[config.mk]
export PLATFORM = sky130hd
export DESIGN_NAME = rgb_pwm_ctrl
export DESIGN_NICKNAME = d
export VERILOG_FILES = /design/src/rtl/rgb_pkg.sv /design/src/rtl/btn_debounce.sv /design/src/rtl/rgb_pwm_ctrl.sv
export SDC_FILE = /design/constraint.sdc
export NUM_CORES = 1
export LEC_CHECK = 0
export CAP_MARGIN = 0
export CORE_MARGIN = 2
export CORE_UTILIZATION = 40
export CTS_BUF_LIST = sky130_fd_sc_hd__clkbuf_4 sky130_fd_sc_hd__clkbuf_8
export DETAILED_ROUTE_END_ITERATION = 8
export MAX_ROUTING_LAYER = met4
export SLEW_MARGIN = 25
export SYNTH_ARGS = -nofsm -noshare
export SYNTH_HDL_FRONTEND = slang
export SYNTH_SLANG_ARGS = --single-unit
[constraint.sdc]
create_clock -name clk_100mhz -period 4.5 [get_ports clk_100mhz]
set_input_delay 0.9 -clock clk_100mhz [delete_from_list [all_inputs] [get_ports clk_100mhz]]
set_output_delay 0.9 -clock clk_100mhz [all_outputs]
set_load 0.005 [all_outputs]
[src/rtl/rgb_pkg.sv]
// Shared constants for the RGB PWM controller: colour component indices
// within a channel and the button mode encoding.
package rgb_pkg;

    localparam int RGB_B = 0;
    localparam int RGB_G = 1;
    localparam int RGB_R = 2;

    typedef enum logic {
        MODE_HOLD   = 1'b0,
        MODE_TOGGLE = 1'b1
    } mode_e;

endpackage

[src/rtl/btn_debounce.sv]
// Push-button conditioner: 2-flop synchroniser, stable-count debouncer and a
// registered one-cycle pulse on the cycle after the debounced level rises.
module btn_debounce #(
    parameter int DEBOUNCE_CYCLES = 1000000
) (
    input  logic clk_100mhz,
    input  logic rst,
    input  logic raw_in,
    output logic stable_out,
    output logic rise_pulse_out
);

    localparam int CNT_W = $clog2(DEBOUNCE_CYCLES + 1);
    localparam logic [CNT_W-1:0] CNT_LAST = CNT_W'(DEBOUNCE_CYCLES - 1);

    logic             sync_p0;
    logic             sync_p1;
    logic             stable_d;
    logic [CNT_W-1:0] cnt;

    always_ff @(posedge clk_100mhz) begin
        if (rst) begin
            sync_p0        <= 1'b0;
            sync_p1        <= 1'b0;
            stable_out     <= 1'b0;
            stable_d       <= 1'b0;
            rise_pulse_out <= 1'b0;
            cnt            <= '0;
        end else begin
            // synchroniser boundary
            sync_p0        <= raw_in;
            sync_p1        <= sync_p0;
            stable_d       <= stable_out;
            rise_pulse_out <= stable_out & ~stable_d;
            // any disagreement that does not persist for the full window restarts the count
            if (sync_p1 == stable_out) begin
                cnt <= '0;
            end else if (cnt == CNT_LAST) begin
                stable_out <= sync_p1;
                cnt        <= '0;
            end else begin
                cnt <= cnt + 1'b1;
            end
        end
    end

endmodule

[src/rtl/rgb_pwm_ctrl.sv]
// Multi-channel RGB LED controller: debounced buttons gate each LED, colour is
// latched from the switches on press and rendered through a shared PWM counter.
module rgb_pwm_ctrl
    import rgb_pkg::*;
#(
    parameter int NUM_CH          = 2,
    parameter int LVL_W           = 2,
    parameter int PWM_W           = 8,
    parameter int SW_W            = 16,
    parameter int DEBOUNCE_CYCLES = 1000000
) (
    input  logic                clk_100mhz,
    input  logic                rst,
    input  logic [NUM_CH-1:0]   btn,
    input  logic [SW_W-1:0]     sw,
    input  logic                toggle_mode,
    output logic [3*NUM_CH-1:0] rgb,
    output logic [SW_W-1:0]     led,
    output logic [NUM_CH-1:0]   ch_on
);

    localparam int COL_W = 3 * LVL_W;

    logic [NUM_CH-1:0] stable;
    logic [NUM_CH-1:0] press;
    mode_e             mode_p0;
    mode_e             mode_p1;
    logic              mode_chg;
    logic [PWM_W-1:0]  pwm_cnt;
    logic [COL_W-1:0]  col [NUM_CH];

    // Full-scale level bypasses the compare so the output never drops at wrap.
    function automatic logic comp_on(input logic [LVL_W-1:0] lvl,
                                     input logic [PWM_W-1:0] cnt);
        logic [PWM_W-1:0] duty;
        duty = PWM_W'(lvl) << (PWM_W - LVL_W);
        return (lvl == '1) || (cnt < duty);
    endfunction

    for (genvar i = 0; i < NUM_CH; i++) begin : g_btn
        btn_debounce #(
            .DEBOUNCE_CYCLES(DEBOUNCE_CYCLES)
        ) u_deb (
            .clk_100mhz    (clk_100mhz),
            .rst           (rst),
            .raw_in        (btn[i]),
            .stable_out    (stable[i]),
            .rise_pulse_out(press[i])
        );
    end

    assign mode_chg = (mode_p0 != mode_p1);

    always_ff @(posedge clk_100mhz) begin
        if (rst) begin
            led     <= '0;
            mode_p0 <= MODE_HOLD;
            mode_p1 <= MODE_HOLD;
            pwm_cnt <= '0;
            ch_on   <= '0;
            rgb     <= '0;
            for (int i = 0; i < NUM_CH; i++) begin
                col[i] <= '0;
            end
        end else begin
            // input register boundary
            led     <= sw;
            mode_p0 <= mode_e'(toggle_mode);
            mode_p1 <= mode_p0;
            pwm_cnt <= pwm_cnt + 1'b1;
            for (int i = 0; i < NUM_CH; i++) begin
                if (press[i]) begin
                    col[i] <= led[i*COL_W +: COL_W];
                end
                // a press landing on a mode change still latches colour but not state
                if (mode_chg) begin
                    ch_on[i] <= 1'b0;
                end else if (mode_p0 == MODE_TOGGLE) begin
                    ch_on[i] <= ch_on[i] ^ press[i];
                end else begin
                    ch_on[i] <= stable[i];
                end
                // output register boundary
                rgb[3*i+RGB_B] <= ch_on[i] && comp_on(col[i][RGB_B*LVL_W +: LVL_W], pwm_cnt);
                rgb[3*i+RGB_G] <= ch_on[i] && comp_on(col[i][RGB_G*LVL_W +: LVL_W], pwm_cnt);
                rgb[3*i+RGB_R] <= ch_on[i] && comp_on(col[i][RGB_R*LVL_W +: LVL_W], pwm_cnt);
            end
        end
    end

endmodule

# Yosys cells after proc, flatten, opt, wreduce, memory -nomap -nowiden

Memory sizes are Yosys's and may differ from the RTL's.
Cells that the tools add are included.

Add/sub/neg operators: 3
Order comparisons: 6
Bitwise gates (word level): 10
Muxes and demuxes: 12
Reduce and logical (&&, ||, !) cells: 17
Eq/ne operators: 11

Operators with widths:

| kind                  | number |
|---|---|
| $lt 8x8->1            | 6 |
| $add 20x1->20 const B | 2 |
| $eq 20x20->1 const B  | 2 |
| $eq 2x2->1 const B    | 6 |
| $mux 6                | 2 |
| $mux 1                | 10 |
| $add 8x1->8 const B   | 1 |
| $logic_and 1x1->1     | 6 |
| $logic_or 1x1->1      | 6 |
| $reduce_or 3->1       | 2 |
| $not 1->1             | 4 |
| $reduce_and 2->1      | 2 |
| $and 1x1->1           | 2 |
| $eq 1x1->1            | 2 |
| $or 1x1->1            | 2 |
| $reduce_or 2->1       | 1 |
| $xor 1x1->1           | 2 |
| $ne 1x1->1            | 1 |

Flip-flop bits (word level): 84
Memories kept: 1
Output and inout bits: 24
Word-level logic and storage cells: 78
Bits of input ports: 21
RAM bits: 12

Memories:

| name | words | width | read ports | clocked after memory_dff | wr ports | line               | text |
|---|---|---|---|---|---|---|---|
| col  | 2     | 6     | 2          | 0                        | 2        | rgb_pwm_ctrl.sv:30 | `logic [COL_W-1:0] col [NUM_CH];` |

# Logic depth before layout (Yosys ltp)

Word-level depth: 4
Gate-level depth with buffers: 6
Depth with buffers taken out: 5

# Modules after synthesis

From an unflattened synthesis, not the netlist that was laid out.

Cells, all modules: 391
Area, all modules: 3,787.4 um^2

Modules (own cells, without submodules):

| module       | instances | area an instance (um^2) | cells each |
|---|---|---|---|
| btn_debounce | 2         | 1,046.0                 | 118 |
| rgb_pwm_ctrl | 1         | 1,695.4                 | 155 |

# Least setup slack after synthesis

Ideal clock, no wire load.

Path type: register to register
Start: register g_btn[0].u_deb.cnt[0]
End: register g_btn[0].u_deb.cnt[14]
Path slack: 2,662 ps
Arrival time: 1,768 ps
Cell stages (with the launch flop): 7
Data required time: 4,430 ps
Buffers on the path: 1
Cells stage by stage: dfxtp_1 -> ha_1 -> nand2_1 -> or3_1 -> buf_2 -> or4_1 -> a21oi_1

Cells in the longest elaborated chain, start to end: 2

RTL lines:

| what                                                  | line               | text |
|---|---|---|
| from (decl)                                           | btn_debounce.sv:19 | `logic [CNT_W-1:0] cnt;` |
| from (signal assigned)                                | btn_debounce.sv:42 | `cnt <= cnt + 1'b1;` |
| branches (longest 2 deep; another with $add 20x1->20) | n/a                |  |

Parallel ways; which one is timed is not known.
A chain may end at the register's enable or synchronous reset.

# Worst setup path after layout

Start: register ch_on[1]
End: output port ch_on[1]

RTL lines:

| what                              | line               | text |
|---|---|---|
| from (decl)                       | rgb_pwm_ctrl.sv:19 | `output logic [NUM_CH-1:0] ch_on` |
| from (signal, indexed assignment) | rgb_pwm_ctrl.sv:79 | `ch_on[i] <= ch_on[i] ^ press[i];` |
| from (signal, indexed assignment) | rgb_pwm_ctrl.sv:81 | `ch_on[i] <= stable[i];` |

No word-level cell between the ends.

==> summary by stage <==
Run status
The run finished with clean final reports.

Layout
The net count of the finished layout is 465. The share of cells above drive strength 1 is 0.0614. The post-synthesis to final-layout area growth is 19.9%. The antenna diode count is 0.

The layout has 865 filler cells.

Worst setup path
The required time at the endpoint of the critical path is 3.60 ns. The critical setup path kind is register to output pin. Broken down by cell family, the worst path's largest delay share belongs to buffers and inverters. The largest single stage delay on the critical path is 0.51 ns.

The type of element launching the critical path is a register. The element type at the critical path end is an output pin. The largest individual stage delay along the critical path comes from the cell sky130_fd_sc_hd__clkdlybuf4s50_1. The endpoint arrival time on the critical path is 1.24 ns.

The buffering stage count on the worst path with inverters included is 1. The signal on the critical path passes through clkdlybuf4s50_1. Along the worst path, the maximum fanout reaches 3.

Flow run
The count of max-cap constraint violations is 0.

CTS
For this design, the CTS-stage hold fixing added 0 buffers. TritonCTS built the clock tree. The tree is rooted in a sky130_fd_sc_hd__clkbuf_8. The quantity of gates resized following cts is 0.

Counting the buffers created by CTS gives 9. The clock passes through at most 2 buffers. The number of sinks handled by clock tree synthesis is 96. For the worst-skew pair, the clock arrives at the later sink with an insertion delay of 0.35 ns.

The clock edge transition at the registers on the reported setup and hold paths is 0.09 ns. CTS built an H-tree with a depth of 3. The number of setup buffers added after CTS is 0.

Timing
The post-route clock period utilization is 0.475. The hold violation count in the final report is 0. The slew at the pin closest to its max-slew limit is 0.832 ns.

Counting I/O delays and the setup requirement, the final critical path takes 2.14 ns. The max-slew headroom at the worst pin is 0.445. The final sum of negative setup slack is 0 ns.

The setup skew after layout is 0.00844 ns. The total count of max-transition violations in the final report is 0. Timing would allow up to 468 MHz.

Setup repair after global routing left no endpoint under its margin. Setup violations remaining at the end of the flow were counted as 0.

Synth
The mapped cell area is 3800 sq um. In the synthesized netlist the dominant register cell turns out to be sky130_fd_sc_hd__dfxtp_1. The net count after synthesis is 421. The number of distinct standard cells referenced by the synthesized netlist is 36. The mean instance size in the synthesized netlist is 9.73 sq um. For this run, the register share of the synthesized area comes to 0.537. Of all flip-flops after synthesis, the portion carrying an async set or reset was 0. Yosys mapped a number of flops with a built-in enable equal to 12. The total of warnings raised by yosys is 0. After synthesis the netlist holds a flip-flop and latch count of 96. The cell count after synthesis is 391.

Place
The total of buffers placed on input and output ports is 44. The sum of net half-perimeters after detailed placement is 4820 microns. The final RePlAce weighted congestion is 0.723.

Pwr
The power density relative to cell area is 333 nW/um^2. In this run the static leakage power is 1.57 nW. The net switching power of the design is 0.336 mW. Power comes to 1.52 mW. The share of total power dissipated in sequential elements is 0.586. The maximum VDD drop is 0.192 mV.

The internal power summed over all cells is 1.18 mW. The relative contribution of combinational cells to total power is 0.042. The clock group share of total power is 0.372. The share of total power consumed by net switching is 0.221.

Detailed routing
The violation count after the first detailed-routing iteration is 63. The number of search-and-repair iterations in the first detailed-routing pass is 4. Using the TritonRoute via totals, the vias-per-cell ratio works out to 4.73. The detailed router placed 2690 vias in this run. The total wirelength of the detailed-routed design is 6780 microns. In the routed design, unresolved DRC markers number 0.

The number of antenna-violating nets in the routed design is 0. In the final routed layout, each cell accounts on average for 11.9 microns.

GRT
The final global-route overflow total is 0. Entering global routing, the biggest net connects 32 pins. The global-route wire length before repair is 11600 microns.

The number of global-route vias before repair is 2509. The total routing resource utilization after global routing is 0.146. The number of antenna violations at the first check in global routing is 0.

Floorplanning
The placeable core region is 9240 sq um. From left edge to right edge, the die measures 102 microns. The number of rows created at floorplan is 35. The chip height is 102 microns.

The initial utilization of the core area, before any placement, comes to 0.412. The number of top-level pins is 45. The floorplan step defined a die boundary enclosing 10300 sq um.

Worst hold path
The min-delay analysis places its worst path in the category register to register.
through the flow:
| stage | utilization | worst slack [ns] | area, sq um | hold slack (ns) | cells |
|---|---|---|---|---|---|
| 2_1_floorplan | - | 2.66 | 3800 | 0.367 | 391 |
| 3_3_place_gp | 0.472 | 1.47 | 4360 | 0.372 | 553 |
| 3_5_place_dp | 0.472 | 2.33 | 4360 | 0.375 | 553 |
| 4_1_cts | 0.494 | 2.33 | 4560 | 0.388 | 569 |
| 5_1_grt | 0.494 | 2.28 | 4560 | 0.401 | 569 |
| 6_report | 0.494 | 2.36 | 4560 | 0.385 | 569 |
path summary, 6_finish.rpt:
check	start	end	cells past startpoint	slack [ns]
setup / recovery	ch_on[1]$_SDFF_PP0_	ch_on[1]	1	2.36
hold / removal	g_btn[1].u_deb.stable_d$_SDFF_PP0_	g_btn[1].u_deb.rise_pulse_out$_SDFF_PP0_	1	0.38
setup reg to reg	g_btn[0].u_deb.cnt[0]$_SDFF_PP0_	g_btn[0].u_deb.cnt[14]$_SDFF_PP0_	5	2.45
hold reg to reg	g_btn[1].u_deb.stable_d$_SDFF_PP0_	g_btn[1].u_deb.rise_pulse_out$_SDFF_PP0_	1	0.38
cells in the mapped netlist, types with 2 or more instances:
cell type | instances | area share
sky130_fd_sc_hd__dfxtp_1 | 84 | 0.44
sky130_fd_sc_hd__nor2_1 | 49 | 0.048
sky130_fd_sc_hd__nor2b_1 | 27 | 0.044
sky130_fd_sc_hd__a21oi_1 | 25 | 0.033
sky130_fd_sc_hd__nand3_1 | 19 | 0.025
sky130_fd_sc_hd__xor2_1 | 19 | 0.044
sky130_fd_sc_hd__xnor2_1 | 16 | 0.037
sky130_fd_sc_hd__and2_1 | 15 | 0.025
sky130_fd_sc_hd__nand2_1 | 15 | 0.015
sky130_fd_sc_hd__edfxtp_1 | 12 | 0.095
sky130_fd_sc_hd__inv_1 | 12 | 0.012
sky130_fd_sc_hd__ha_1 | 9 | 0.030
sky130_fd_sc_hd__nand4_1 | 9 | 0.015
sky130_fd_sc_hd__o21ai_0 | 8 | 0.011
sky130_fd_sc_hd__clkbuf_1 | 7 | 0.0069
sky130_fd_sc_hd__o31ai_1 | 7 | 0.014
sky130_fd_sc_hd__or4_1 | 7 | 0.014
sky130_fd_sc_hd__and3_1 | 6 | 0.0099
sky130_fd_sc_hd__nand2b_1 | 6 | 0.0099
sky130_fd_sc_hd__nor4_1 | 6 | 0.0099
sky130_fd_sc_hd__or3_1 | 6 | 0.0099
sky130_fd_sc_hd__buf_2 | 5 | 0.0066
sky130_fd_sc_hd__nor3_1 | 4 | 0.0053
sky130_fd_sc_hd__or2_2 | 4 | 0.0066
sky130_fd_sc_hd__and4_1 | 2 | 0.0046
sky130_fd_sc_hd__nor4b_1 | 2 | 0.0046
state kept, by name, indices dropped and copies added (netlist names):
signal	cells
ch_on	2
col	12
g_btn.u_deb.cnt	40
g_btn.u_deb.rise_pulse_out	2
g_btn.u_deb.stable_d	2
g_btn.u_deb.stable_out	2
g_btn.u_deb.sync_p0	2
g_btn.u_deb.sync_p1	2
led	16
mode_p0	1
mode_p1	1
pwm_cnt	8
rgb	6
cell usage in the layout, fill, tap and decap left out, types with 2 or more instances in the layout:
cell and n:
sky130_fd_sc_hd__a21oi_1 25, sky130_fd_sc_hd__and2_1 15, sky130_fd_sc_hd__and3_1 6, sky130_fd_sc_hd__and4_1 2, sky130_fd_sc_hd__buf_4 2, sky130_fd_sc_hd__clkbuf_8 9, sky130_fd_sc_hd__clkdlybuf4s50_1 43, sky130_fd_sc_hd__clkinv_4 2
sky130_fd_sc_hd__dfxtp_1 84, sky130_fd_sc_hd__edfxtp_1 12, sky130_fd_sc_hd__ha_1 9, sky130_fd_sc_hd__inv_1 12, sky130_fd_sc_hd__nand2_1 15, sky130_fd_sc_hd__nand2b_1 6, sky130_fd_sc_hd__nand3_1 19, sky130_fd_sc_hd__nand4_1 9
sky130_fd_sc_hd__nor2_1 49, sky130_fd_sc_hd__nor2b_1 27, sky130_fd_sc_hd__nor3_1 4, sky130_fd_sc_hd__nor4_1 6, sky130_fd_sc_hd__nor4b_1 2, sky130_fd_sc_hd__o21ai_0 8, sky130_fd_sc_hd__o31ai_1 7, sky130_fd_sc_hd__or2_2 4
sky130_fd_sc_hd__or3_1 6, sky130_fd_sc_hd__or4_1 7, sky130_fd_sc_hd__xnor2_1 16, sky130_fd_sc_hd__xor2_1 19
layout make-up:
cell class                      instances  area (sq um)  area share
Sequential cell                        96          2040       0.448
Multi-Input combinational cell        270          1660       0.364
Timing Repair Buffer                   46           450      0.0987
Tap cell                              129           161      0.0354
Clock buffer                            9           124      0.0272
Clock inverter                          7          78.8      0.0173
Inverter                               12          45.0     0.00987
cells by family after synthesis:
| logic type | synth area share |
|---|---|
| xor gates and xnor gates | 0.0806 |
| DFF | 0.537 |
| AOI/OAI and AO/OA | 0.0609 |
| and+or+nand+nor | 0.265 |
| adders and majority gates | 0.0296 |
| buffers and inverters | 0.0266 |
power by group through the flow:
stage	Combinational (mW)	Clock, mW	Sequential, mW
finish	0.0633	0.566	0.890
floorplan	0.0249	0	0.909
global placement	0.0636	0	0.911
global route	0.0698	0.624	0.893
CTS	0.0646	0.586	0.891
detailed placement	0.0642	0	0.911
metal layers:
layer	vias to the layer above	track usage	wire, microns	share of wire
met5	-	-	0	0
met2	29	0.224	3160	0.47
li1	1425	-	-	-
met3	7	0.0276	158	0.023
met4	0	0.0593	100	0.015
met1	1229	0.189	3360	0.50
Note: power is estimated with default switching activity, not from simulation.
